`src/rtl/simplerisc_pkg.sv`:
```
// Shared SimpleRisc definitions: default widths, writeback entry layout and
// the result-select decode used by the retire stage.
package simplerisc_pkg;

  localparam int unsigned XLEN_DEF     = 32;
  localparam int unsigned NREG_DEF     = 16;
  localparam int unsigned LINK_REG_DEF = 15;
  localparam int unsigned PC_INC_DEF   = 4;

  typedef struct packed {
    logic [$clog2(NREG_DEF)-1:0] addr;
    logic [XLEN_DEF-1:0]         data;
  } wb_entry_t;

  typedef enum logic [1:0] {
    SelAlu,
    SelLd,
    SelCall
  } wb_sel_e;

  typedef struct packed {
    logic    legal;
    wb_sel_e sel;
  } wb_dec_t;

  // A load that is also a call has no defined result and is rejected.
  function automatic wb_dec_t wb_decode(input logic is_ld, input logic is_call);
    wb_dec_t d;
    d.legal = !(is_ld && is_call);
    if (is_call) begin
      d.sel = SelCall;
    end else if (is_ld) begin
      d.sel = SelLd;
    end else begin
      d.sel = SelAlu;
    end
    return d;
  endfunction

endpackage

```
`src/rtl/wb_fifo.sv`:
```
// Circular write buffer; exposes its storage, per-entry valid bits and the
// tail pointer so the parent can run a newest-first search.
module wb_fifo #(
  parameter int unsigned DEPTH = 4,
  parameter int unsigned WIDTH = 8
) (
  input  logic                        clk,
  input  logic                        rst_n,
  input  logic                        push,
  input  logic [WIDTH-1:0]            wdata,
  input  logic                        pop,
  output logic                        full,
  output logic                        empty,
  output logic [WIDTH-1:0]            rdata,
  output logic [DEPTH-1:0][WIDTH-1:0] entries,
  output logic [DEPTH-1:0]            valid,
  output logic [$clog2(DEPTH)-1:0]    wptr
);

  localparam int unsigned PW = $clog2(DEPTH);

  logic [DEPTH-1:0][WIDTH-1:0] mem_q;
  logic [PW-1:0]               rptr_q, wptr_q;
  logic [PW:0]                 count_q, count_d;
  logic [PW-1:0]               off;

  assign full    = (count_q == (PW+1)'(DEPTH));
  assign empty   = (count_q == '0);
  assign rdata   = mem_q[rptr_q];
  assign entries = mem_q;
  assign wptr    = wptr_q;

  // Entry i is live when its distance from the head is below the occupancy.
  always_comb begin
    valid = '0;
    off   = '0;
    for (int i = 0; i < DEPTH; i++) begin
      off      = PW'(i) - rptr_q;
      valid[i] = ({1'b0, off} < count_q);
    end
  end

  always_comb begin
    count_d = count_q;
    unique case ({push, pop})
      2'b10:   count_d = count_q + 1'b1;
      2'b01:   count_d = count_q - 1'b1;
      default: count_d = count_q;
    endcase
  end

  always_ff @(posedge clk or negedge rst_n) begin
    if (!rst_n) begin
      mem_q   <= '0;
      rptr_q  <= '0;
      wptr_q  <= '0;
      count_q <= '0;
    end else begin
      if (push) begin
        mem_q[wptr_q] <= wdata;
        wptr_q        <= wptr_q + 1'b1;
      end
      if (pop) begin
        rptr_q <= rptr_q + 1'b1;
      end
      count_q <= count_d;
    end
  end

endmodule

```
`src/rtl/wb_retire_buf.sv`:
```
// Writeback/retire stage: result select, buffered register-file writes,
// newest-first forwarding lookup, retire counter and illegal-flag latch.
module wb_retire_buf
  import simplerisc_pkg::*;
#(
  parameter int unsigned XLEN     = XLEN_DEF,
  parameter int unsigned NREG     = NREG_DEF,
  parameter int unsigned LINK_REG = LINK_REG_DEF,
  parameter int unsigned PC_INC   = PC_INC_DEF,
  parameter int unsigned DEPTH    = 4,
  parameter int unsigned CNTW     = 32,
  localparam int unsigned RW      = $clog2(NREG)
) (
  input  logic            clk,
  input  logic            rst_n,
  input  logic            in_valid,
  output logic            in_ready,
  input  logic            in_is_wb,
  input  logic            in_is_ld,
  input  logic            in_is_call,
  input  logic [RW-1:0]   in_rd,
  input  logic [XLEN-1:0] in_pc,
  input  logic [XLEN-1:0] in_alu,
  input  logic [XLEN-1:0] in_ld,
  output logic            rf_we,
  output logic [RW-1:0]   rf_waddr,
  output logic [XLEN-1:0] rf_wdata,
  input  logic            rf_ready,
  input  logic [RW-1:0]   q_addr,
  output logic            q_hit,
  output logic [XLEN-1:0] q_data,
  output logic [CNTW-1:0] retired,
  output logic            err_illegal
);

  localparam int unsigned EW = RW + XLEN;
  localparam int unsigned PW = $clog2(DEPTH);

  wb_dec_t                  dec;
  logic [RW-1:0]            wr_addr;
  logic [XLEN-1:0]          wr_data;
  logic                     accept, push, pop, retire_nonwb;
  logic                     full, empty;
  logic [EW-1:0]            head;
  logic [DEPTH-1:0][EW-1:0] entries;
  logic [DEPTH-1:0]         valid;
  logic [PW-1:0]            wptr, fwd_idx;
  logic [1:0]               inc;
  logic [CNTW-1:0]          retired_q;
  logic                     err_q;

  assign dec = wb_decode(in_is_ld, in_is_call);

  always_comb begin
    wr_addr = in_rd;
    wr_data = in_alu;
    unique case (dec.sel)
      SelLd:   wr_data = in_ld;
      SelCall: begin
        wr_addr = RW'(LINK_REG);
        wr_data = in_pc + XLEN'(PC_INC);
      end
      default: wr_data = in_alu;
    endcase
  end

  assign in_ready     = !full || (rf_we && rf_ready);
  assign accept       = in_valid && in_ready;
  assign push         = accept && dec.legal && in_is_wb;
  assign retire_nonwb = accept && dec.legal && !in_is_wb;
  assign pop          = rf_we && rf_ready;

  wb_fifo #(
    .DEPTH (DEPTH),
    .WIDTH (EW)
  ) u_fifo (
    .clk     (clk),
    .rst_n   (rst_n),
    .push    (push),
    .wdata   ({wr_addr, wr_data}),
    .pop     (pop),
    .full    (full),
    .empty   (empty),
    .rdata   (head),
    .entries (entries),
    .valid   (valid),
    .wptr    (wptr)
  );

  assign rf_we    = !empty;
  assign rf_waddr = empty ? '0 : head[EW-1:XLEN];
  assign rf_wdata = empty ? '0 : head[XLEN-1:0];

  // Walk back from the slot just behind the tail so the newest match wins.
  always_comb begin
    q_hit   = 1'b0;
    q_data  = '0;
    fwd_idx = '0;
    for (int k = 0; k < DEPTH; k++) begin
      fwd_idx = wptr - PW'(k + 1);
      if (!q_hit && valid[fwd_idx] && (entries[fwd_idx][EW-1:XLEN] == q_addr)) begin
        q_hit  = 1'b1;
        q_data = entries[fwd_idx][XLEN-1:0];
      end
    end
  end

  assign inc = {1'b0, retire_nonwb} + {1'b0, pop};

  always_ff @(posedge clk or negedge rst_n) begin
    if (!rst_n) begin
      retired_q <= '0;
      err_q     <= 1'b0;
    end else begin
      retired_q <= retired_q + CNTW'(inc);
      if (accept && !dec.legal) begin
        err_q <= 1'b1;
      end
    end
  end

  assign retired     = retired_q;
  assign err_illegal = err_q;

endmodule

```
`config.mk`:
```
export PLATFORM = sky130hd
export DESIGN_NAME = wb_retire_buf
export DESIGN_NICKNAME = d
export VERILOG_FILES = /design/src/rtl/simplerisc_pkg.sv /design/src/rtl/wb_fifo.sv /design/src/rtl/wb_retire_buf.sv
export SDC_FILE = /design/constraint.sdc
export NUM_CORES = 1
export LEC_CHECK = 0
export BUFFER_PORTS_ARGS = -buffer_cell sky130_fd_sc_hd__clkbuf_2
export CAP_MARGIN = 25
export CELL_PAD_IN_SITES_DETAIL_PLACEMENT = 0
export CELL_PAD_IN_SITES_GLOBAL_PLACEMENT = 1
export CORE_MARGIN = 5
export CORE_UTILIZATION = 30
export DETAILED_ROUTE_END_ITERATION = 10
export PLACE_DENSITY = 0.61
export SKIP_LAST_GASP = 1
export SLEW_MARGIN = 20
export SYNTH_ARGS = -nofsm -noshare
export SYNTH_HDL_FRONTEND = slang
export SYNTH_SLANG_ARGS = --single-unit
```
`constraint.sdc`:
```
create_clock -name clk -period 6.7 [get_ports clk]
set_input_delay 0.67 -clock clk [delete_from_list [all_inputs] [get_ports clk]]
set_output_delay 0.67 -clock clk [all_outputs]
set_load 0.03 [all_outputs]
```
Yosys cells after proc, flatten, opt, wreduce, memory -nomap -nowiden
Index checks and enable logic that the tools add are counted.
Widths: inputs -> output; s select.
{"block": "totals", "ff_bits": 184, "output_inout_bits": 104, "ram_bits": 0, "rom_bits": 0, "mem_count": 0, "latchBits": 0, "inputBits": 111, "wordCells": 103}
{"block": "op_classes", "bitwise_logic": 0, "div": 0, "n_eq_ne": 9, "shift": 0, "reduce_logical": 25, "mul": 0, "muxes": 36, "order_cmp": 10, "add_sub_neg": 14}
{"operator": "$bmux 36 s2", "n": 5}
{"operator": "$mux 36", "n": 6}
{"operator": "$mux 32", "n": 5}
{"operator": "$bwmux 144", "n": 1}
{"operator": "$demux 36 s2", "n": 1}
{"operator": "$pmux 32 s2", "n": 1}
{"operator": "$add 32x2->32", "n": 1}
{"operator": "$add 32x3->32 const B", "n": 1}
{"operator": "$eq 4x4->1", "n": 4}
{"operator": "$logic_and 1x1->1", "n": 15}
{"operator": "$lt 2x3->1 const B", "n": 5}
{"operator": "$lt 2x3->1", "n": 4}
{"operator": "$mux 1", "n": 9}
{"operator": "$bmux 1 s2", "n": 4}
{"operator": "$mux 4", "n": 2}
{"operator": "$logic_not 1->1", "n": 7}
{"operator": "$pmux 3 s2", "n": 1}
{"operator": "$add 2x1->2 const B", "n": 2}
{"operator": "$eq 2x1->1 const B", "n": 2}
{"operator": "$eq 2x2->1 const B", "n": 2}
{"operator": "$sub 1x2->2 const A", "n": 2}
{"operator": "$sub 2x2->2 const A", "n": 2}
{"operator": "$sub 2x2->2 const B", "n": 2}
{"operator": "$add 3x1->3 const B", "n": 1}
{"operator": "9 further kinds", "n": 9}

Depth between registers and ports, before layout
Gate-level depths: netlist (run 1).
{"block": "logic_depth", "word_depth": 18, "depth_mapped": 14, "ltp_nobuf": 12}

By module
From an unflattened synthesis (run 1), not the netlist that was laid out.
{"block": "unflattened", "cells_unflattened": 1377, "hier_area_um2": 14769.2}
{"module": "wb_fifo", "seq_area_each_um2": 3778.6, "cells_per_inst": 400, "n_inst": 1, "area_per_inst_um2": 7387.1}
{"module": "wb_retire_buf", "seq_area_each_um2": 825.8, "cells_per_inst": 977, "n_inst": 1, "area_per_inst_um2": 7382.1}

Worst setup path before layout (run 1)
No wires, ideal clock.
{"block": "synth_timing", "path_kind": "register to output", "start": "register u_fifo.wptr_q[0], in the netlist u_fifo.wptr[0]", "end": "output port q_data[22]", "required_ps": 6030, "path_buffers": 5, "path_slack_ps": 2619, "stages_incl_launch_ff": 14, "arrival_time_ps": 3411, "path_cell_list": "dfrtp_1 -> buf_6 -> buf_6 -> inv_1 -> ha_1 -> buf_2 -> buf_2 -> mux4_2 -> xnor2_1 -> nand4_1 -> a311oi_4 -> buf_6 -> a311oi_1 -> o2bb2ai_1"}
{"block": "synth_via", "elab_chain_len": 18, "elab_cells_between_ends": 40, "classes_between": "add/sub: 3; eq/ne: 4; mux: 23; reduce/logical: 10"}
{"element": "start: declaration", "line": "wb_fifo.sv:23", "text": "logic [PW-1:0] rptr_q, wptr_q;"}
{"element": "start signal: assignment", "line": "wb_fifo.sv:61", "text": "wptr_q <= wptr_q + 1'b1;"}
{"element": "$sub 2x1->2", "line": "wb_retire_buf.sv:100", "text": "fwd_idx = wptr - PW'(k + 1);"}
{"element": "$bmux 36 s2", "line": "wb_retire_buf.sv:101, wb_retire_buf.sv:103"}
{"element": "$mux 36 (implied by the code)", "line": "wb_retire_buf.sv:103", "text": "q_data = entries[fwd_idx][XLEN-1:0];"}
{"element": "$eq 4x4->1", "line": "wb_retire_buf.sv:101", "text": "if (!q_hit && valid[fwd_idx] && (entries[fwd_idx][EW-1:XLEN] == q_addr)) begin"}
{"element": "$logic_and 1x1->1", "line": "wb_retire_buf.sv:101"}
{"element": "$mux 1", "line": "wb_retire_buf.sv:101"}
{"element": "$logic_not 1->1", "line": "wb_retire_buf.sv:101"}
{"element": "$logic_and 1x1->1 (2 in series)", "line": "wb_retire_buf.sv:101"}
{"element": "$mux 1", "line": "wb_retire_buf.sv:101"}
{"element": "$logic_not 1->1", "line": "wb_retire_buf.sv:101"}
{"element": "$logic_and 1x1->1 (2 in series)", "line": "wb_retire_buf.sv:101"}
{"element": "$mux 1", "line": "wb_retire_buf.sv:101"}
{"element": "$logic_not 1->1", "line": "wb_retire_buf.sv:101"}
{"element": "$logic_and 1x1->1 (2 in series)", "line": "wb_retire_buf.sv:101"}
{"element": "$mux 32 *", "line": "wb_retire_buf.sv:101"}
{"element": "end: declaration", "line": "wb_retire_buf.sv:31", "text": "output logic [XLEN-1:0] q_data,"}
Mark *: on every way between the ends. The rest lies on a longest branch, timed or not. The select of a mux whose other input is x is not followed.

Final worst setup path (run 1)
{"block": "layout_timing", "start": "register u_fifo.rptr_q[1]", "end": "output port q_data[1]"}
{"block": "layout_via", "elab_chain_len": 18, "elab_cells_between_ends": 33, "classes_between": "add/sub: 4; order compare: 4; mux: 15; reduce/logical: 10"}
{"element": "start: declaration", "line": "wb_fifo.sv:23"}
{"element": "start signal: assignment", "line": "wb_fifo.sv:64", "text": "rptr_q <= rptr_q + 1'b1;"}
{"element": "$sub 1x2->2 / $sub 2x2->2 (equally long branches)", "line": "wb_fifo.sv:38", "text": "off = PW'(i) - rptr_q;"}
{"element": "$lt 2x3->1", "line": "wb_fifo.sv:39", "text": "valid[i] = ({1'b0, off} < count_q);"}
{"element": "$bmux 1 s2", "line": "wb_retire_buf.sv:101"}
{"element": "$mux 1 (implied by the code)", "line": "wb_retire_buf.sv:101"}
{"element": "$logic_and 1x1->1", "line": "wb_retire_buf.sv:101"}
{"element": "$mux 1", "line": "wb_retire_buf.sv:101"}
{"element": "$logic_not 1->1", "line": "wb_retire_buf.sv:101"}
{"element": "$logic_and 1x1->1 (2 in series)", "line": "wb_retire_buf.sv:101"}
{"element": "$mux 1", "line": "wb_retire_buf.sv:101"}
{"element": "$logic_not 1->1", "line": "wb_retire_buf.sv:101"}
{"element": "$logic_and 1x1->1 (2 in series)", "line": "wb_retire_buf.sv:101"}
{"element": "$mux 1", "line": "wb_retire_buf.sv:101"}
{"element": "$logic_not 1->1", "line": "wb_retire_buf.sv:101"}
{"element": "$logic_and 1x1->1 (2 in series)", "line": "wb_retire_buf.sv:101"}
{"element": "$mux 32 *", "line": "wb_retire_buf.sv:101"}
Marks and branches as above.

==> results of run 1 <==
[power breakdown]
part | leakage, nW | internal, mW | total, mW | switching (mW)
clock network | 0.255 | 0.483 | 0.963 | 0.480
logic | 4.12 | 2.90 | 6.18 | 3.27
registers | 2.31 | 1.57 | 2.35 | 0.774
total | 6.69 | 4.96 | 9.48 | 4.53
[cell families (layout without fill, tap and decap cells)]
family                     after synthesis  count (layout)
adders and majority gates               13              13
and+or+nand+nor                        340             340
xor gates and xnor gates                82              82
buffers and inverters                  123             283
muxes                                  274             274
DFF                                    184             184
AOI/OAI and AO/OA                      198             198
[through the flow]
step                setup WS, ps  power (mW)
floorplan                   2619       6.927
global placement            1934       8.482
detailed placement          1810       8.598
CTS                         1330       9.588
global route                1083       10.13
finish                      1357       9.484
[critical path: stages (launching register included)]
cell       delay (ps)
dfrtp_2           750
inv_1              90
ha_1              340
a21boi_1          220
nor3_1             80
a2111oi_1         420
a31o_2            570
or2_2             850
a311oi_1          220
o2bb2ai_1         370
clkbuf_2          280
[flip-flops by register name, summed over array words and instances (netlist names)]
| name | flops |
|---|---|
| u_fifo.wptr | 2 |
| u_fifo.rptr_q | 2 |
| u_fifo.entries | 144 |
| err_illegal | 1 |
| retired | 32 |
| u_fifo.count_q | 3 |
[layer usage]
layer / track usage [%] / wire (um) / vias up / share of wire (%)
li1: - / - / 4958 / -
met1: 22.46 / 19340 / 5585 / 44
met2: 28.12 / 21880 / 316 / 49
met3: 3.466 / 2331 / 45 / 5.2
met4: 4.841 / 903 / 0 / 2.0
met5: 0 / 0 / - / 0
[worst min path at each step]
stage / from / to / slack, ps / cells after the start
after global routing: rst_n / retired[28] / 290 / 1
after global placement: err_illegal / err_illegal / 450 / 1
after detailed placement: retired[31] / retired[31] / 470 / 1
final: rst_n / retired[28] / 240 / 1
after CTS: rst_n / retired[27] / 260 / 1
after floorplan: rst_n / err_illegal / 370 / 0
[cell type report]
class,count,area [sq um]
fillers,4653,30410
multi-input cells,907,9070
flip-flops and latches,184,4614
repair buffers,239,1325
well taps,607,759.5
clock buffers,21,440.4
clock inverters,11,88.84
inverters,12,45.04
[cell usage in the layout (no fill, tap or decap), types with 11 or more instances in the layout]
cell type / Yosys / layout
a311oi_1: 29 / 29
mux2i_1: 26 / 26
a21oi_1: 17 / 17
buf_4: 4 / 21
nand3_1: 20 / 19
mux2_2: 67 / 67
xor2_1: 26 / 26
nor2_1: 57 / 57
nand4_1: 18 / 18
inv_1: 11 / 11
mux4_2: 177 / 177
and2_1: 43 / 43
and3_1: 11 / 11
o21ai_0: 105 / 105
xnor2_1: 56 / 56
dfrtp_1: 184 / 180
clkbuf_2: 0 / 213
nand2_1: 134 / 130
clkbuf_16: 0 / 17
o2bb2ai_1: 29 / 29
nor3b_1: 32 / 32
==> metrics.csv, run 1 <==
metric,value,unit
Core ar.,46750,sq um
CTS tree,done,
worst path arrival time,4670,ps
Critical Path Source Type,register,
TritonCTS Buffers,17,
RSZ-0062 raised after global routing,false,
Global Route Usage Sum,16.87,%
Power Density,580.3,nW/um^2
"Seq/Total Area, Yosys",32.36,%
FMAX,187.2,MHz
DR pass1 iterations,5,
layout cells sized above 1,39.01,%
I/O pin count,215,
post-CTS sizing,0,
synthesized-area fraction occupied by adder cells,1.249,%
initial antenna violation count,0,
min cycle time layout,5343,ps
largest family of logic cells by synthesized area,multiplexers,
register bit total from synthesis,184,
Clock Skew,8.983,ps
post-synth cell types,47,
crit path launch,u_fifo.rptr_q[1],
placed cell areas,15790,sq um
critical path type,reg -> out,
Synth Area in XOR/XNOR,5.047,%
root buf cell,clkbuf_16,
first-pass GRT wire length,69250,um
worst-path maximum fanout,32,
# DRC,0,
# clock sinks,184,
post-synth top area cell,dfrtp_1,
vias in the first global route,11340,
Post-CTS Setup Bufs,0,
FP Rows,79,
Setup crit end kind,output pin,
number of diodes,0,
Final GP Congestion,0.7812,
"top cells by area, synth","dfrtp_1 32%, mux4_2 28%, mux2_2 5.3%",
Final nets,1485,
design area,16340,sq um
worst r2r src,u_fifo.count_q[2],
Synth top area share,32.36,%
DP HPWL,29980,um
outcome,"complete, no violations",
largest net degree at the start of global routing,74,
Post-Place Cells,1948,
clock transition at the registers of the reported paths,70,ps
chip width,227.8,um
Pleak,6.688,nW
"Area growth, synth to finish",14.86,%
average size of a mapped cell,11.72,sq um
compound-cell area share of the yosys netlist,9.304,%
max_slew headroom,36.45,%
most common cell in the netlist,dfrtp_1,
routed wire length,44450,um
final core occ,34.96,%
fraction of registers with async set/reset,100.0,%
Starting Density,30.43,%
VDD IR max,0.0002736,V
worst r2r dst,retired[26],
number of synthesized flops with an enable pin,0,
clk_lat worst skew,450,ps
Slew Limit Fails,0,
simple-gate share of the synthesized area,12.02,%
Worst EP required,6030,ps
GRT overflow,0,
Mapped Area,14230,sq um
wire length per cell,22.44,um
hold slack,242.6,ps
Die ar.,51880,sq um
vias per cell,5.504,
Final TNS setup,0,ps
# setup viols final,0,
flop2flop setup slack,2930,ps
cts-stage hold buffer count,0,
MaxCap Viol Count,0,
number of hold violations in the final report,0,
DR vias,10900,
fin cells,1981,
IO buf count,214,
count of warnings emitted by yosys,0,
Worst Max-Slew Pin Slew,953.2,ps
CP Capture Point,q_data[1],
Post-synth top cells,"184 x dfrtp_1, 177 x mux4_2, 134 x nand2_1, 105 x o21ai_0, 67 x mux2_2",
antenna-violating nets left,0,
H-tree Lvls,4,
CTS Buffer Depth,2,
Die Ht,227.8,um
Hold WC Path Type,in -> async,
Post-Syn Instances,1214,
ys flop type,dfrtp_1,
multiplexer share of the synthesized area,35.89,%
syn nets,1338,
First DRT Iteration DRCs,672,
Reg2Reg Depth,12,
final cycle utilization of the critical path,79.74,%
(Power assumes the default switching activity.)
==> run 2: changes to the inputs <==
- PLACE_DENSITY: 0.61 -> 0.63
- clock period: 6.7 -> 4.33 ns (I/O delays scaled with it)
==> metrics.csv, run 2 (synthesized netlist as in run 1, its figures left out) <==
metric,value,unit,change
Comb pwr share,66.4,%,+1.3 points
Slew Limit Fails,0,,unchanged
clk_lat worst skew,440,ps,about the same
Pleak,6.792,nW,+1.6%
vias in the first global route,11270,,-0.59%
layout cells sized above 1,40.06,%,+1.0 points
RSZ-0062 raised after global routing,false,,
root buf cell,clkbuf_16,,
largest net degree at the start of global routing,102,,+38%
CTS tree,done,,
Power Density,902.5,nW/um^2,+56%
max reg flops,144,,unchanged
final core occ,35.37,%,+0.42 points
multi-input combinational cell area,9101,sq um,+0.34%
TritonCTS Buffers,17,,unchanged
H-tree Lvls,4,,unchanged
sequential share of power,23.2,%,-1.5 points
Clk network pwr share,10.4,%,+0.2 points
switch share,47.38,%,-0.33 points
wire length per cell,22.15,um,-1.3%
Final GP Congestion,0.7812,,unchanged
Hold WC Path Type,in -> async,,
cts-stage hold buffer count,0,,unchanged
DR vias,11110,,+1.9%
min cycle time layout,4140,ps,
MaxCap Viol Count,0,,unchanged
outcome,"complete, no violations",,
# DRC,0,,unchanged
GR Util met2,28.02,%,-0.094 points
Fillers,4660,,+0.15%
Core ar.,46750,sq um,unchanged
global-route met3 utilization,3.851,%,+0.39 points
placed cell areas,15880,sq um,+0.59%
IO buf count,214,,unchanged
Clock Skew,12.88,ps,+3.902 ps
worst path arrival time,3710,ps,-960 ps
vias per cell,5.547,,+0.78%
DP HPWL,30560,um,+1.9%
Final WS setup,189.5,ps,-1168 ps
First DRT Iteration DRCs,695,,+3.4%
# setup viols final,0,,unchanged
Psw,7.072,mW,+56%
CTS Buffer Depth,2,,unchanged
first-pass GRT wire length,69680,um,+0.62%
FMAX,241.5,MHz,
Final nets,1504,,+1.3%
"Area growth, synth to finish",16.23,%,
VDD IR max,0.0004183,V,+53%
Setup crit end kind,output pin,,
clock transition at the registers of the reported paths,80,ps,about the same
I/O pin count,215,,unchanged
final cycle utilization of the critical path,95.62,%,
# clock sinks,184,,unchanged
Worst EP required,3900,ps,-2130 ps
total power draw,14.93,mW,+57%
number of hold violations in the final report,0,,unchanged
max_slew headroom,36.41,%,-0.043 points
internal power,7.854,mW,+58%
Post-Place Cells,1963,,+0.77%
"most common cell after layout, fill and taps aside",clkbuf_2,,
Most Crowded Layer GR,met2,,
Reg area,4614,sq um,unchanged
highest-count cells in the layout ignoring fill and taps,"213 x clkbuf_2, 180 x dfrtp_1, 177 x mux4_2, 130 x nand2_1, 105 x o21ai_0",,
critical path type,reg -> out,,
routed wire length,44340,um,-0.25%
Worst Max-Slew Pin Slew,943.9,ps,-9.328 ps
design area,16540,sq um,+1.2%
Die ar.,51880,sq um,unchanged
Final TNS setup,0,ps,unchanged
DR pass1 iterations,5,,unchanged
Critical Path Source Type,register,,
Place WS,389.4,ps,-1421 ps
met1 GRT Util,22.94,%,+0.47 points
FP Rows,79,,unchanged
hold slack,29.53,ps,-213.1 ps
antenna-violating nets left,0,,unchanged
fin cells,2002,,+1.1%
worst-path maximum fanout,32,,unchanged
Global Route Usage Sum,16.97,%,+0.094 points
Die Ht,227.8,um,unchanged
Starting Density,30.43,%,unchanged
chip width,227.8,um,unchanged
GRT overflow,0,,unchanged
initial antenna violation count,1,,+1
-- run 2: cell count changes in the layout (fill, tap and decap cells not counted), sizes merged --
cell    change
clkbuf      -1
clkinv      +1
bufinv      +1
diode       +2
a311oi      +1
buf        +18
inv         -1
-- run 2: per-layer routing --
| metal | wire length, um | up-vias |
|---|---|---|
| li1 | - | 4989 |
| met1 | 19290 | 5743 |
| met2 | 21650 | 340 |
| met3 | 2823 | 34 |
| met4 | 576 | 0 |
| met5 | 0 | - |
-- run 2: final timing paths --
kind                                   start                 end  slack [ps]  depth (start not counted)
setup / recovery              u_fifo.wptr[0]          q_data[15]         190                         11
hold / removal                         rst_n  u_fifo.entries[27]          30                          1
setup reg to reg           u_fifo.count_q[2]         retired[26]         870                         12
hold reg to reg                  retired[16]         retired[16]         490                          1
max in group asynchronous              rst_n  u_fifo.entries[44]        3230                          2
min in group clk                    in_valid         err_illegal         260                          2
-- run 2: layout make-up --
cell class | count | area share, %
Antenna cell | 2 | 0.03026
Clock buffer | 20 | 2.701
Clock inverter | 12 | 0.7036
Inverter | 12 | 0.2724
Multi-Input combinational cell | 908 | 55.03
Sequential cell | 184 | 27.90
Tap cell | 607 | 4.592
Timing Repair Buffer | 257 | 8.768
-- run 2: worst max-delay path, cell delays in order, from the launching register on --
cell	delay, ps
dfrtp_4	570
inv_1	130
ha_4	340
buf_6	240
nor3_1	100
a2111oi_2	610
a311oi_4	130
buf_4	200
nor4_4	170
buf_12	280
o2bb2ai_1	200
clkbuf_2	260
-- run 2: power by group through the flow --
stage | Sequential, mW | Combinational (mW) | Clock (mW)
after floorplan | 3.16 | 7.56 | 0
after global placement | 3.41 | 9.84 | 0
after detailed placement | 3.48 | 9.90 | 0
after CTS | 3.44 | 10.0 | 1.59
after global routing | 3.61 | 10.7 | 1.67
final | 3.47 | 9.91 | 1.55
-- run 2: timing repair --
item,in CTS,in global routing
pin swaps,2,1
resized for setup,5,5
endpoints found under the setup margin,32,32
setup buffers,2,2
cloned,1,0
==> run 3: changes to the inputs <==
- CORE_MARGIN: 5 -> not set
- CORE_UTILIZATION: 30 -> 42
- PLACE_DENSITY: 0.63 -> 0.81
==> metrics.csv, run 3 (synthesized netlist as in run 1, its figures left out) <==
metric,value,unit,change
clock transition at the registers of the reported paths,80,ps,about the same
"most common cell after layout, fill and taps aside",clkbuf_2,,
flop2flop setup slack,1050,ps,+180 ps
number of hold violations in the final report,0,,unchanged
CTS Buffer Depth,2,,unchanged
final cycle utilization of the critical path,93.18,%,-2.4 points
Worst path max stage delay,550,ps,-60 ps
Setup crit end kind,output pin,,
highest-count cells in the layout ignoring fill and taps,"213 x clkbuf_2, 181 x dfrtp_1, 177 x mux4_2, 130 x nand2_1, 105 x o21ai_0",,
vias in the first global route,10640,,-5.5%
First DRT Iteration DRCs,749,,+7.8%
DR pass1 iterations,5,,unchanged
worst r2r src,u_fifo.count_q[2],,
Power Density,901.6,nW/um^2,about the same
worst r2r dst,retired[26],,
DP HPWL,26840,um,-12%
IO buf count,214,,unchanged
Core ar.,33450,sq um,-28%
TritonCTS Buffers,17,,unchanged
I/O pin count,215,,unchanged
"delay-heaviest family, CP",buffers and inverters,,
Reg area,4613,sq um,about the same
critical path type,reg -> out,,
Final nets,1492,,-0.80%
Worst Max-Slew Pin Slew,976.0,ps,+32.16 ps
Fillers,3024,,-35%
initial antenna violation count,1,,unchanged
MaxCap Viol Count,0,,unchanged
# setup viols final,0,,unchanged
DR vias,11100,,-0.054%
Slew Limit Fails,0,,unchanged
Worst EP required,3900,ps,about the same
Crit-path slowest cell,dfrtp_4,,
CP Capture Point,q_data[8],,
Die Ht,186.1,um,-18%
Final GP Congestion,0.8317,,+6.5%
layout cells sized above 1,39.32,%,-0.74 points
root buf cell,clkbuf_16,,
antenna-violating nets left,0,,unchanged
"Area growth, synth to finish",14.17,%,
VDD IR max,0.0005979,V,+43%
# DRC,0,,unchanged
wire length per cell,21.56,um,-2.7%
Global Route Usage Sum,23.68,%,+6.7 points
max reg flops,144,,unchanged
min cycle time layout,4035,ps,-105.6 ps
Die ar.,34620,sq um,-33%
Place WS,406.7,ps,+17.22 ps
vias per cell,6.066,,+9.3%
max_slew headroom,34.33,%,-2.1 points
GRT overflow,0,,unchanged
Starting Density,42.54,%,+12 points
Clock Skew,9.192,ps,-3.693 ps
H-tree Lvls,4,,unchanged
WP depth,11,,unchanged
# clock sinks,184,,unchanged
Final TNS setup,0,ps,unchanged
RSZ-0062 raised after global routing,false,,
Buf/Inv on CP,4,,-1
chip width,186.1,um,-18%
crit path launch,u_fifo.wptr[1],,
Final WS setup,295.1,ps,+105.6 ps
Hold WC Path Type,in -> async,,
worst-path maximum fanout,25,,-22%
FP Rows,67,,-15%
Reg2Reg Depth,12,,unchanged
largest net degree at the start of global routing,91,,-11%
first-pass GRT wire length,61980,um,-11%
Critical Path Source Type,register,,
worst path arrival time,3600,ps,-110 ps
Pleak,6.745,nW,-0.69%
clk_lat worst skew,440,ps,about the same
FMAX,247.8,MHz,+2.6%
CTS tree,done,,
routed wire length,39450,um,-11%
outcome,"complete, no violations",,
multi-input combinational cell area,9067,sq um,-0.37%
crit path cell chain,inv_1 -> ha_4 -> mux4_1 -> xnor2_1 -> nand4_1 -> a31o_2 -> inv_2 -> buf_6 -> a311oi_1 -> o2bb2ai_1 -> clkbuf_2,,
[run 3: how the worst min path moves through the flow]
stage,startpoint,end,depth (start not counted)
after floorplan,rst_n,err_illegal,0
after global placement,err_illegal,err_illegal,1
after detailed placement,retired[31],retired[31],1
after CTS,rst_n,u_fifo.entries[13],1
after global routing,rst_n,u_fifo.entries[13],1
final,rst_n,u_fifo.entries[13],1
[run 3: area by class of cell]
class                           instances  share of cell area [%]
Antenna cell                            1                 0.01540
Clock buffer                           18                   2.704
Clock inverter                         14                  0.9859
Inverter                               12                  0.2773
Multi-Input combinational cell        907                   55.82
Sequential cell                       184                   28.40
Tap cell                              448                   3.451
Timing Repair Buffer                  246                   8.349
[run 3: stage by stage]
stage               hold slack (ps)  instances  util, %  power, mW  cell area, sq um
finish                        50.86       1830    48.57      14.65             16240
global placement              451.0       1792    46.55      12.77             15570
floorplan                     137.4       1214        -      10.72             14230
detailed placement            464.9       1792    46.55      12.99             15570
global route                  126.7       1829    48.56      15.63             16240
CTS                           95.30       1827    48.43      14.65             16200
[run 3: worst register-to-register path, delay by kind of cell, from the launching register on]
family	cells	cell delay, ps
buffers and inverters	1	220
XOR/XNOR	1	130
AND/OR/NAND/NOR	8	1820
flip-flops	1	450
adder cells (fa/ha/maj)	2	600
[run 3: metal layers]
layer	vias up	routed length [um]	global-route usage, %
met5	-	0	0
met4	0	562	5.770
met3	36	2847	4.578
met2	472	18600	37.03
met1	5619	17440	33.89
li1	4973	-	-
[run 3: timing repair]
| item | 4_1_cts | 5_1_grt |
|---|---|---|
| endpoints found under the hold margin | 0 | 0 |
| setup endpoints to repair | 28 | 32 |
| resized for setup | 1 | 3 |
| buffers inserted | 3 | 2 |
| hold buffers | 0 | 0 |
| cloned | 0 | 0 |
| pin swaps | 1 | 1 |
[run 3: power breakdown]
group	switching [mW]	leakage [nW]	internal, mW
Sequential	1.04	2.31	2.43
Clock	0.754	0.284	0.835
Combinational	5.05	4.15	4.53
Total	6.85	6.75	7.80
